File: src/rtl/stopwatch_pkg.sv
// Shared types and defaults for the four-digit BCD stopwatch (SS.hh).
package stopwatch_pkg;

  localparam int unsigned TICK_DIV_DEFAULT        = 1_000_000;
  localparam int unsigned DEBOUNCE_CYCLES_DEFAULT = 2_000_000;
  localparam int unsigned DIGITS                  = 4;
  localparam int unsigned DIGITS_W                = 4 * DIGITS;
  localparam logic [3:0]  BCD_MAX                 = 4'd9;

  typedef enum logic [1:0] {
    IDLE  = 2'b00,
    RUN   = 2'b01,
    PAUSE = 2'b10
  } state_t;

  // BCD ripple increment; MSB of the result is the carry out of the top digit.
  function automatic logic [DIGITS_W:0] bcd_inc(input logic [DIGITS_W-1:0] v);
    logic [DIGITS_W-1:0] r;
    logic                c;
    r = v;
    c = 1'b1;
    for (int i = 0; i < int'(DIGITS); i++) begin
      if (c) begin
        if (v[4*i +: 4] == BCD_MAX) begin
          r[4*i +: 4] = 4'd0;
        end else begin
          r[4*i +: 4] = v[4*i +: 4] + 4'd1;
          c           = 1'b0;
        end
      end
    end
    return {c, r};
  endfunction

endpackage

File: src/rtl/btn_debounce.sv
// Button conditioner: 2-FF synchroniser, stable-level filter, rising-edge pulse.
module btn_debounce #(
  parameter int unsigned DEBOUNCE_CYCLES = 2
) (
  input  logic clk,
  input  logic reset,
  input  logic btn,
  output logic pulse
);

  localparam int unsigned CNT_W = $clog2(DEBOUNCE_CYCLES + 1);

  logic             sync1_q;
  logic             sync2_q;
  logic             level_q;
  logic [CNT_W-1:0] cnt_q;
  logic             accept_c;

  // The synchronised level must differ from the accepted one for DEBOUNCE_CYCLES cycles.
  assign accept_c = (sync2_q != level_q) && (cnt_q == CNT_W'(DEBOUNCE_CYCLES - 1));

  always_ff @(posedge clk or posedge reset) begin
    if (reset) begin
      sync1_q <= 1'b0;
      sync2_q <= 1'b0;
      level_q <= 1'b0;
      cnt_q   <= '0;
      pulse   <= 1'b0;
    end else begin
      sync1_q <= btn;
      sync2_q <= sync1_q;
      pulse   <= accept_c && sync2_q;
      if (sync2_q == level_q) begin
        cnt_q <= '0;
      end else if (accept_c) begin
        level_q <= sync2_q;
        cnt_q   <= '0;
      end else begin
        cnt_q <= cnt_q + CNT_W'(1);
      end
    end
  end

endmodule

File: src/rtl/bcd_stopwatch.sv
// Four-digit BCD stopwatch SS.hh with start/stop and clear buttons.
// Lap hold on btn_lap is built only when STOPWATCH_LAP_EN is defined.
module bcd_stopwatch
  import stopwatch_pkg::*;
#(
  parameter int unsigned TICK_DIV        = TICK_DIV_DEFAULT,
  parameter int unsigned DEBOUNCE_CYCLES = DEBOUNCE_CYCLES_DEFAULT
) (
  input  logic                clk,
  input  logic                reset,
  input  logic                btn_start_stop,
  input  logic                btn_clear,
  input  logic                btn_lap,
  output logic [DIGITS_W-1:0] digits,
  output logic                running,
  output logic                overflow
);

  localparam int unsigned PRE_W = $clog2(TICK_DIV + 1);

  state_t              state_q;
  state_t              state_d;
  logic                ss_p;
  logic                clr_p;
  logic                clear_c;
  logic                tick_c;
  logic [DIGITS_W:0]   inc_c;
  logic [PRE_W-1:0]    presc_q;
  logic [DIGITS_W-1:0] count_q;
  logic [DIGITS_W-1:0] digits_q;
  logic                running_q;
  logic                overflow_q;

  btn_debounce #(.DEBOUNCE_CYCLES(DEBOUNCE_CYCLES)) u_db_ss (
    .clk   (clk),
    .reset (reset),
    .btn   (btn_start_stop),
    .pulse (ss_p)
  );

  btn_debounce #(.DEBOUNCE_CYCLES(DEBOUNCE_CYCLES)) u_db_clr (
    .clk   (clk),
    .reset (reset),
    .btn   (btn_clear),
    .pulse (clr_p)
  );

  always_ff @(posedge clk or posedge reset) begin
    if (reset) state_q <= IDLE;
    else       state_q <= state_d;
  end

  // Clear beats start/stop outside RUN; inside RUN clear is ignored.
  always_comb begin
    state_d = state_q;
    clear_c = 1'b0;
    case (state_q)
      IDLE: begin
        if (clr_p)     clear_c = 1'b1;
        else if (ss_p) state_d = RUN;
      end
      RUN: begin
        if (ss_p) state_d = PAUSE;
      end
      PAUSE: begin
        if (clr_p) begin
          clear_c = 1'b1;
          state_d = IDLE;
        end else if (ss_p) begin
          state_d = RUN;
        end
      end
      default: state_d = IDLE;
    endcase
  end

  assign tick_c = (state_q == RUN) && (presc_q == PRE_W'(TICK_DIV - 1));
  assign inc_c  = bcd_inc(count_q);

  // Prescaler, live BCD count and sticky overflow.
  always_ff @(posedge clk or posedge reset) begin
    if (reset) begin
      presc_q    <= '0;
      count_q    <= '0;
      overflow_q <= 1'b0;
      running_q  <= 1'b0;
    end else begin
      running_q <= (state_d == RUN);
      if (clear_c) begin
        presc_q    <= '0;
        count_q    <= '0;
        overflow_q <= 1'b0;
      end else if (state_q == RUN) begin
        if (tick_c) begin
          presc_q <= '0;
          count_q <= inc_c[DIGITS_W-1:0];
          if (inc_c[DIGITS_W]) overflow_q <= 1'b1;
        end else begin
          presc_q <= presc_q + PRE_W'(1);
        end
      end
    end
  end

`ifdef STOPWATCH_LAP_EN
  logic lap_p;
  logic hold_q;

  btn_debounce #(.DEBOUNCE_CYCLES(DEBOUNCE_CYCLES)) u_db_lap (
    .clk   (clk),
    .reset (reset),
    .btn   (btn_lap),
    .pulse (lap_p)
  );

  always_ff @(posedge clk or posedge reset) begin
    if (reset)                         hold_q <= 1'b0;
    else if (clear_c)                  hold_q <= 1'b0;
    else if (lap_p && state_q == RUN)  hold_q <= ~hold_q;
  end

  // The edge that sets the hold still loads the display, capturing the lap value.
  always_ff @(posedge clk or posedge reset) begin
    if (reset)        digits_q <= '0;
    else if (!hold_q) digits_q <= count_q;
  end
`else
  logic unused_lap;
  assign unused_lap = btn_lap;

  always_ff @(posedge clk or posedge reset) begin
    if (reset) digits_q <= '0;
    else       digits_q <= count_q;
  end
`endif

  assign digits   = digits_q;
  assign running  = running_q;
  assign overflow = overflow_q;

endmodule

File: config.mk
export PLATFORM = sky130hd
export DESIGN_NAME = bcd_stopwatch
export DESIGN_NICKNAME = d
export VERILOG_FILES = /design/src/rtl/stopwatch_pkg.sv /design/src/rtl/btn_debounce.sv /design/src/rtl/bcd_stopwatch.sv
export SDC_FILE = /design/constraint.sdc
export NUM_CORES = 1
export LEC_CHECK = 0
export CAP_MARGIN = 20
export CORE_MARGIN = 2
export CORE_UTILIZATION = 45
export DETAILED_ROUTE_END_ITERATION = 8
export DONT_BUFFER_PORTS = 1
export GPL_TIMING_DRIVEN = 0
export PLACE_DENSITY = 0.69
export SLEW_MARGIN = 40
export SYNTH_ARGS = -nofsm -noshare
export SYNTH_HDL_FRONTEND = slang
export SYNTH_SLANG_ARGS = --single-unit
File: constraint.sdc
create_clock -name clk -period 12.8 [get_ports clk]
set_clock_uncertainty 0.2 [all_clocks]
set_input_delay 3.84 -clock clk [delete_from_list [all_inputs] [get_ports clk]]
set_output_delay 3.84 -clock clk [all_outputs]
set_load 0.01 [all_outputs]
==> key figures, run 1 <==
Timing
  • Final Hold Viols: 0
  • Final worst path period share: 37.70%
  • Relative max-transition margin: 54.84%
  • Worst slew pin tran: 0.6722 ns
  • Highest Clock Rate: 0.2073 GHz
  • Hold slack: 0.1492 ns
  • Final setup margin: 7.975 ns
  • Min Tclk post-route: 4.825 ns
  • Setup TNS: 0 ns
  • Unrepaired setup endpoints after global routing: no
  • # setup viols final: 0
  • Max-slew violations: 0

Cells and area
  • Antenna diodes: 0
  • Share of cells above drive strength 1: 5.859%
  • Post-layout util: 51.02%
  • Synth-to-Final Area Change: 10.10%
  • Nets: 523

Clocking
  • Clk slew on worst S/H paths: 0.07 ns
  • Worst-Skew Late Latency: 0.35 ns
  • Post-CTS Hold Fix Bufs: 0
  • CTS Buf Count: 9
  • CTS tree: done
  • Setup Buffers After CTS: 0
  • CTS Buffer Depth: 2
  • Clk root buf: clkbuf_16
  • Post-CTS Resized: 0
  • Clock sink count: 106
  • H-tree lvl count: 3

Critical path
  • Required time of the critical path: 8.76 ns
  • Startpoint types: register
  • Reg2reg setup slack: 9.81 ns
  • Crit-path max FO: 2
  • Crit path kind: reg2out
  • Worst EP arrival: 0.79 ns
  • Register-to-Register Path Depth: 8
  • Critical path origin: overflow$_DFFE_PP0P_
  • Setup crit end: overflow
  • Reg-to-reg endpoint: presc_q[4]$_DFFE_PP0P_
  • Worst r2r src: presc_q[1]$_DFFE_PP0P_
  • Critical path depth: 0
  • Critical path endpoint category: primary output

Logic synthesis
  • Synthesis Warnings: 0
  • Area share of the largest cell type after synthesis: 52.35%
  • Count leader, synth: dfrtp_1
  • Area contributors post-synth: dfrtp_1 (52%), xor2_1 (3.3%), a21oi_1 (3.2%)
  • Mapped Area: 5067 um^2
  • Post-synthesis cell type count: 49
  • Async SR Flop Fraction: 100.0%
  • Avg Synthesized Cell Area: 10.24 um^2
  • Post-Syn Instances: 495
  • Syn nets: 511
  • Area leader, netlist: dfrtp_1
  • Ys flop type: dfrtp_1
  • Synth top cells by count: dfrtp_1 (106), nor2_1 (40), a21oi_1 (32)
  • Yosys reg bits: 106
  • Sequential fraction of the synthesis area: 52.35%
  • Number of flops mapped to enable cells by yosys: 0

Floorplanning
  • I/O pin count: 23
  • FP Rows: 38
  • Core region area: 10940 um^2
  • Total die area: 12130 um^2
  • Height of the die: 110.1 um
  • Die Span X: 110.1 um
  • Initial core utilization: 46.34%

Drt
  • Antenna-violating nets left: 0
  • Routed len/inst: 15.06 um
  • Initial DRC Count: 186
  • Total Routed Length: 9816 um
  • Residual DRC: 0
  • Vias: 3753
  • Via/cell ratio: 5.756
  • Drt pass-1 iters: 5

Job
  • Max Cap Violations: 0

Global routing
  • Grt ovf: 0
  • Vias in the first global route: 3696
  • Overall routing resource usage: 18.42%
  • Initial antenna violation count: 0
  • Largest net degree at the start of global routing: 58
  • First-pass GRT wire length: 17420 um

Pwr
  • Net Sw Frac: 21.45%
  • Leakage: 2.371 nW
  • Power per cell area: 112.3 nW/um^2
  • Net Sw Power: 0.1344 mW
  • Sequential share of power: 54.1%
  • Combinational share of power: 2.2%
  • Pint: 0.4923 mW
  • VDD IR-drop max: 0.0001099 V
  • Power share of the clock group: 43.7%
  • Total design power: 0.6267 mW

Worst hold path
  • Worst min path class: reg2reg

Placement
  • Post-DP HPWL: 6825 um
  • PortBufs: 0
  • Routability Congestion: 0.8454
  • Worst slack at placement: 8.276 ns

Outcome
  • Status: completed
[registers in the layout, indices dropped and copies added (netlist names)]
signal / cells
u_db_clr.level_q: 1
u_db_ss.pulse: 1
count_q: 16
u_db_ss.level_q: 1
u_db_clr.sync1_q: 1
u_db_ss.sync2_q: 1
u_db_ss.cnt_q: 21
u_db_ss.sync1_q: 1
u_db_clr.sync2_q: 1
u_db_clr.cnt_q: 21
digits: 16
u_db_clr.pulse: 1
presc_q: 20
running: 1
state_q: 2
overflow: 1
[layer usage]
layer | vias up | global-route usage (%) | wire length, um | part of all wire (%)
li1 | 1841 | - | - | -
met4 | 0 | 6.518 | 147 | 1.5
met2 | 73 | 29.36 | 4823 | 49
met5 | - | 0 | 0 | 0
met3 | 15 | 5.761 | 365 | 3.7
met1 | 1824 | 23.72 | 4479 | 46
[how the worst min path moves through the flow]
| stage | startpoint | end | slack (ns) | cells past startpoint |
|---|---|---|---|---|
| floorplan | u_db_clr.sync1_q$_DFF_PP0_ | u_db_clr.sync2_q$_DFF_PP0_ | 0.13 | 0 |
| global placement | u_db_clr.sync1_q$_DFF_PP0_ | u_db_clr.sync2_q$_DFF_PP0_ | 0.14 | 0 |
| detailed placement | u_db_ss.sync1_q$_DFF_PP0_ | u_db_ss.sync2_q$_DFF_PP0_ | 0.13 | 0 |
| CTS | u_db_ss.sync1_q$_DFF_PP0_ | u_db_ss.sync2_q$_DFF_PP0_ | 0.15 | 0 |
| global route | u_db_ss.sync1_q$_DFF_PP0_ | u_db_ss.sync2_q$_DFF_PP0_ | 0.15 | 0 |
| finish | u_db_ss.sync1_q$_DFF_PP0_ | u_db_ss.sync2_q$_DFF_PP0_ | 0.15 | 0 |
[final cells by class]
cell class | count | area (um^2)
plain buffers | 19 | 97.59
clock buffers | 10 | 229.0
clock inverters | 6 | 66.31
fillers | 996 | 5356
inverters | 12 | 52.55
multi-input cells | 358 | 2278
flip-flops and latches | 106 | 2653
well taps | 140 | 175.2
repair buffers | 1 | 27.53
[stage by stage]
step	std cells	area (um^2)
after floorplan	495	5067
after global placement	635	5243
after global routing	652	5579
final	652	5579
after detailed placement	636	5278
after CTS	652	5573
[power groups by stage]
stage | clock network, mW | registers (mW) | logic [mW]
2_1_floorplan | 0 | 0.345 | 0.00984
3_3_place_gp | 0 | 0.345 | 0.0128
3_5_place_dp | 0 | 0.345 | 0.0143
4_1_cts | 0.283 | 0.339 | 0.0143
5_1_grt | 0.298 | 0.339 | 0.0165
6_report | 0.274 | 0.339 | 0.0137
[cells by family (layout without fill, tap and decap cells)]
| kind of cell | count (synthesis) | after routing | share of synthesized area (%) |
|---|---|---|---|
| mux | 6 | 6 | 1.259 |
| fa+ha+maj | 11 | 11 | 2.716 |
| flops | 106 | 106 | 52.35 |
| xor+xnor | 35 | 35 | 6.049 |
| buf+inv | 31 | 48 | 2.815 |
| compound gates | 90 | 90 | 10.49 |
| simple gates | 216 | 216 | 24.32 |
[cell usage in the layout, fill, tap and decap left out, types with 14 or more instances in the layout]
| master | instances |
|---|---|
| dfrtp_1 | 106 |
| o21ai_0 | 30 |
| clkbuf_1 | 14 |
| xor2_1 | 19 |
| nand4_1 | 16 |
| nor3_1 | 18 |
| nand3_1 | 23 |
| nand2_1 | 28 |
| or4_1 | 15 |
| nor2_1 | 40 |
| a21oi_1 | 32 |
| xnor2_1 | 16 |
| or3_1 | 23 |
Note: power is estimated with default switching activity, not from simulation.
==> run 2: changes to the inputs <==
--- a/config.mk
+++ b/config.mk
@@ -11,7 +11,7 @@
 export DETAILED_ROUTE_END_ITERATION = 8
 export DONT_BUFFER_PORTS = 1
 export GPL_TIMING_DRIVEN = 0
-export PLACE_DENSITY = 0.69
+export PLACE_DENSITY = 0.71
 export SLEW_MARGIN = 40
 export SYNTH_ARGS = -nofsm -noshare
 export SYNTH_HDL_FRONTEND = slang
==> constraint.sdc (replaced) <==
create_clock -name clk -period 4.4 [get_ports clk]
set_clock_uncertainty 0.2 [all_clocks]
set_input_delay 1.32 -clock clk [delete_from_list [all_inputs] [get_ports clk]]
set_output_delay 1.32 -clock clk [all_outputs]
set_load 0.01 [all_outputs]
==> run 2 against run 1 <==
Compared with the run above:
- die area unchanged
- wire length down 0.16%
- worst hold slack better by 0.0017 ns
- first-iteration DRC count up 28%
- final area down 0.43%
- critical path depth up 8
- sequential power rose to 2.9 times the previous value
- non-clock buffer count unchanged
- core utilization down 0.22 points
==> key figures, run 2 (same netlist as run 1, synthesis figures left out) <==
Outcome
  • Status: completed

Placement
  • DP Area: 5278 um^2
  • PortBufs: 0
  • Post-DP HPWL: 6652 um
  • Routability Congestion: 0.8280

Pwr
  • Leakage: 2.376 nW
  • Power per cell area: 318.7 nW/um^2
  • VDD IR-drop max: 0.0003384 V

Timing
  • Max-slew violations: 0
  • Worst slew pin tran: 0.6373 ns
  • Relative max-transition margin: 57.19%
  • Final worst path period share: 68.53%
  • Highest Clock Rate: 0.3316 GHz
  • Final Hold Viols: 0
  • Hold slack: 0.1509 ns
  • Unrepaired setup endpoints after global routing: no
  • Setup TNS: 0 ns
  • # setup viols final: 0
  • Min Tclk post-route: 3.015 ns

Drt
  • Vias: 3774
  • Drt pass-1 iters: 5
  • Residual DRC: 0
  • Initial DRC Count: 238
  • Via/cell ratio: 5.788
  • Antenna-violating nets left: 0
  • Total Routed Length: 9800 um
  • Routed len/inst: 15.03 um

Clocking
  • Post-CTS Hold Fix Bufs: 0
  • Clk slew on worst S/H paths: 0.07 ns
  • H-tree lvl count: 3
  • Worst-Skew Late Latency: 0.35 ns
  • Setup Buffers After CTS: 0
  • CTS tree: done
  • Post-CTS Resized: 0
  • CTS Buf Count: 9
  • Clock sink count: 106
  • Clk root buf: clkbuf_16
  • CTS Buffer Depth: 2

Critical path
  • Crit-path max FO: 10
  • Critical path endpoint category: register
  • Reg-to-reg endpoint: presc_q[5]$_DFFE_PP0P_
  • Worst r2r src: presc_q[1]$_DFFE_PP0P_
  • Reg2reg setup slack: 1.38 ns
  • Worst EP arrival: 3.05 ns
  • Startpoint types: register
  • Crit path kind: reg2reg
  • Required time of the critical path: 4.43 ns
  • Register-to-Register Path Depth: 8

Cells and area
  • Post-layout util: 50.80%
  • Commonest non-fill, non-tap cell in the layout: dfrtp_1
  • Nets: 523
  • Most frequent cells in the layout: dfrtp_1 (106), nor2_1 (40), a21oi_1 (32)
  • Synth-to-Final Area Change: 9.630%
  • Fin area: 5555 um^2
  • Largest regs: u_db_clr.cnt_q x21, u_db_ss.cnt_q x21, presc_q x20
  • Share of cells above drive strength 1: 5.859%
  • Fill cells: 963
  • Antenna diodes: 0

Worst hold path
  • Min-Delay Endpoint: u_db_ss.sync2_q$_DFF_PP0_
  • Worst min path class: reg2reg
  • Hold path depth: 0
  • Hold path startpoint: u_db_ss.sync1_q$_DFF_PP0_

Job
  • Max Cap Violations: 0

Floorplanning
  • Die Span X: 110.1 um
  • Core region area: 10940 um^2
  • I/O pin count: 23
  • Initial core utilization: 46.34%
  • Height of the die: 110.1 um
  • Total die area: 12130 um^2
  • FP Rows: 38

Global routing
  • Largest net degree at the start of global routing: 56
  • Overall routing resource usage: 18.20%
  • Vias in the first global route: 3776
  • Grt ovf: 0
  • First-pass GRT wire length: 17480 um
  • Initial antenna violation count: 0
## run 2: changes by cell type in the layout (fill, tap and decap cells not counted), sizes merged
cell / previous run / this run
bufinv: 1 / 0
clkbuf: 23 / 24
clkinv: 1 / 4
clkinvlp: 3 / 0
## run 2: how the worst max path moves through the flow
stage                                      start                      end  slack (ns)  cells past startpoint
after floorplan                            reset   count_q[0]$_DFFE_PP0P_        0.09                      1
after global placement                     reset  count_q[11]$_DFFE_PP0P_       -0.90                      1
after detailed placement  presc_q[1]$_DFFE_PP0P_   presc_q[2]$_DFFE_PP0P_        1.43                      8
after CTS                 presc_q[1]$_DFFE_PP0P_   presc_q[2]$_DFFE_PP0P_        1.42                      8
after global routing      presc_q[1]$_DFFE_PP0P_   presc_q[2]$_DFFE_PP0P_        1.18                      8
final                     presc_q[1]$_DFFE_PP0P_   presc_q[5]$_DFFE_PP0P_        1.38                      8
## run 2: stage by stage
step	std cells	total power, mW	setup slack [ns]
floorplan	495	1.032	0.09111
global placement	635	1.042	-0.9042
detailed placement	636	1.047	1.434
CTS	652	1.796	1.420
global route	652	1.846	1.175
finish	652	1.770	1.385
## run 2: area by class of cell
type                       count  area (um^2)  area share (%)
inverter                      12        52.55          0.9459
sequential                   106         2653           47.75
tap                          140        175.2           3.153
multi-input combinational    358         2278           41.01
clock buffer                  11        242.7           4.369
clock inverter                 5        28.78          0.5180
timing repair buffer           1        27.53          0.4955
buffer                        19        97.59           1.757
## run 2: where the power goes
part           internal, mW  switching (mW)
Sequential            0.980         0.00602
Combinational       0.00999          0.0295
Clock                 0.397           0.347
## run 2: metal layers
layer	GRT usage (%)	part of all wire, %
met5	0	0
met4	7.321	1.9
met3	4.056	3.6
met1	23.65	47
met2	29.58	48
## run 2: critical path, cell delays in order, from the launching register on
cell       delay (ns)
dfrtp_1          0.39
ha_1             0.28
nand4bb_1        0.21
or3_1            0.40
clkbuf_1         0.18
clkbuf_1         0.26
o21ai_1          0.56
buf_2            0.33
nor2_1           0.07
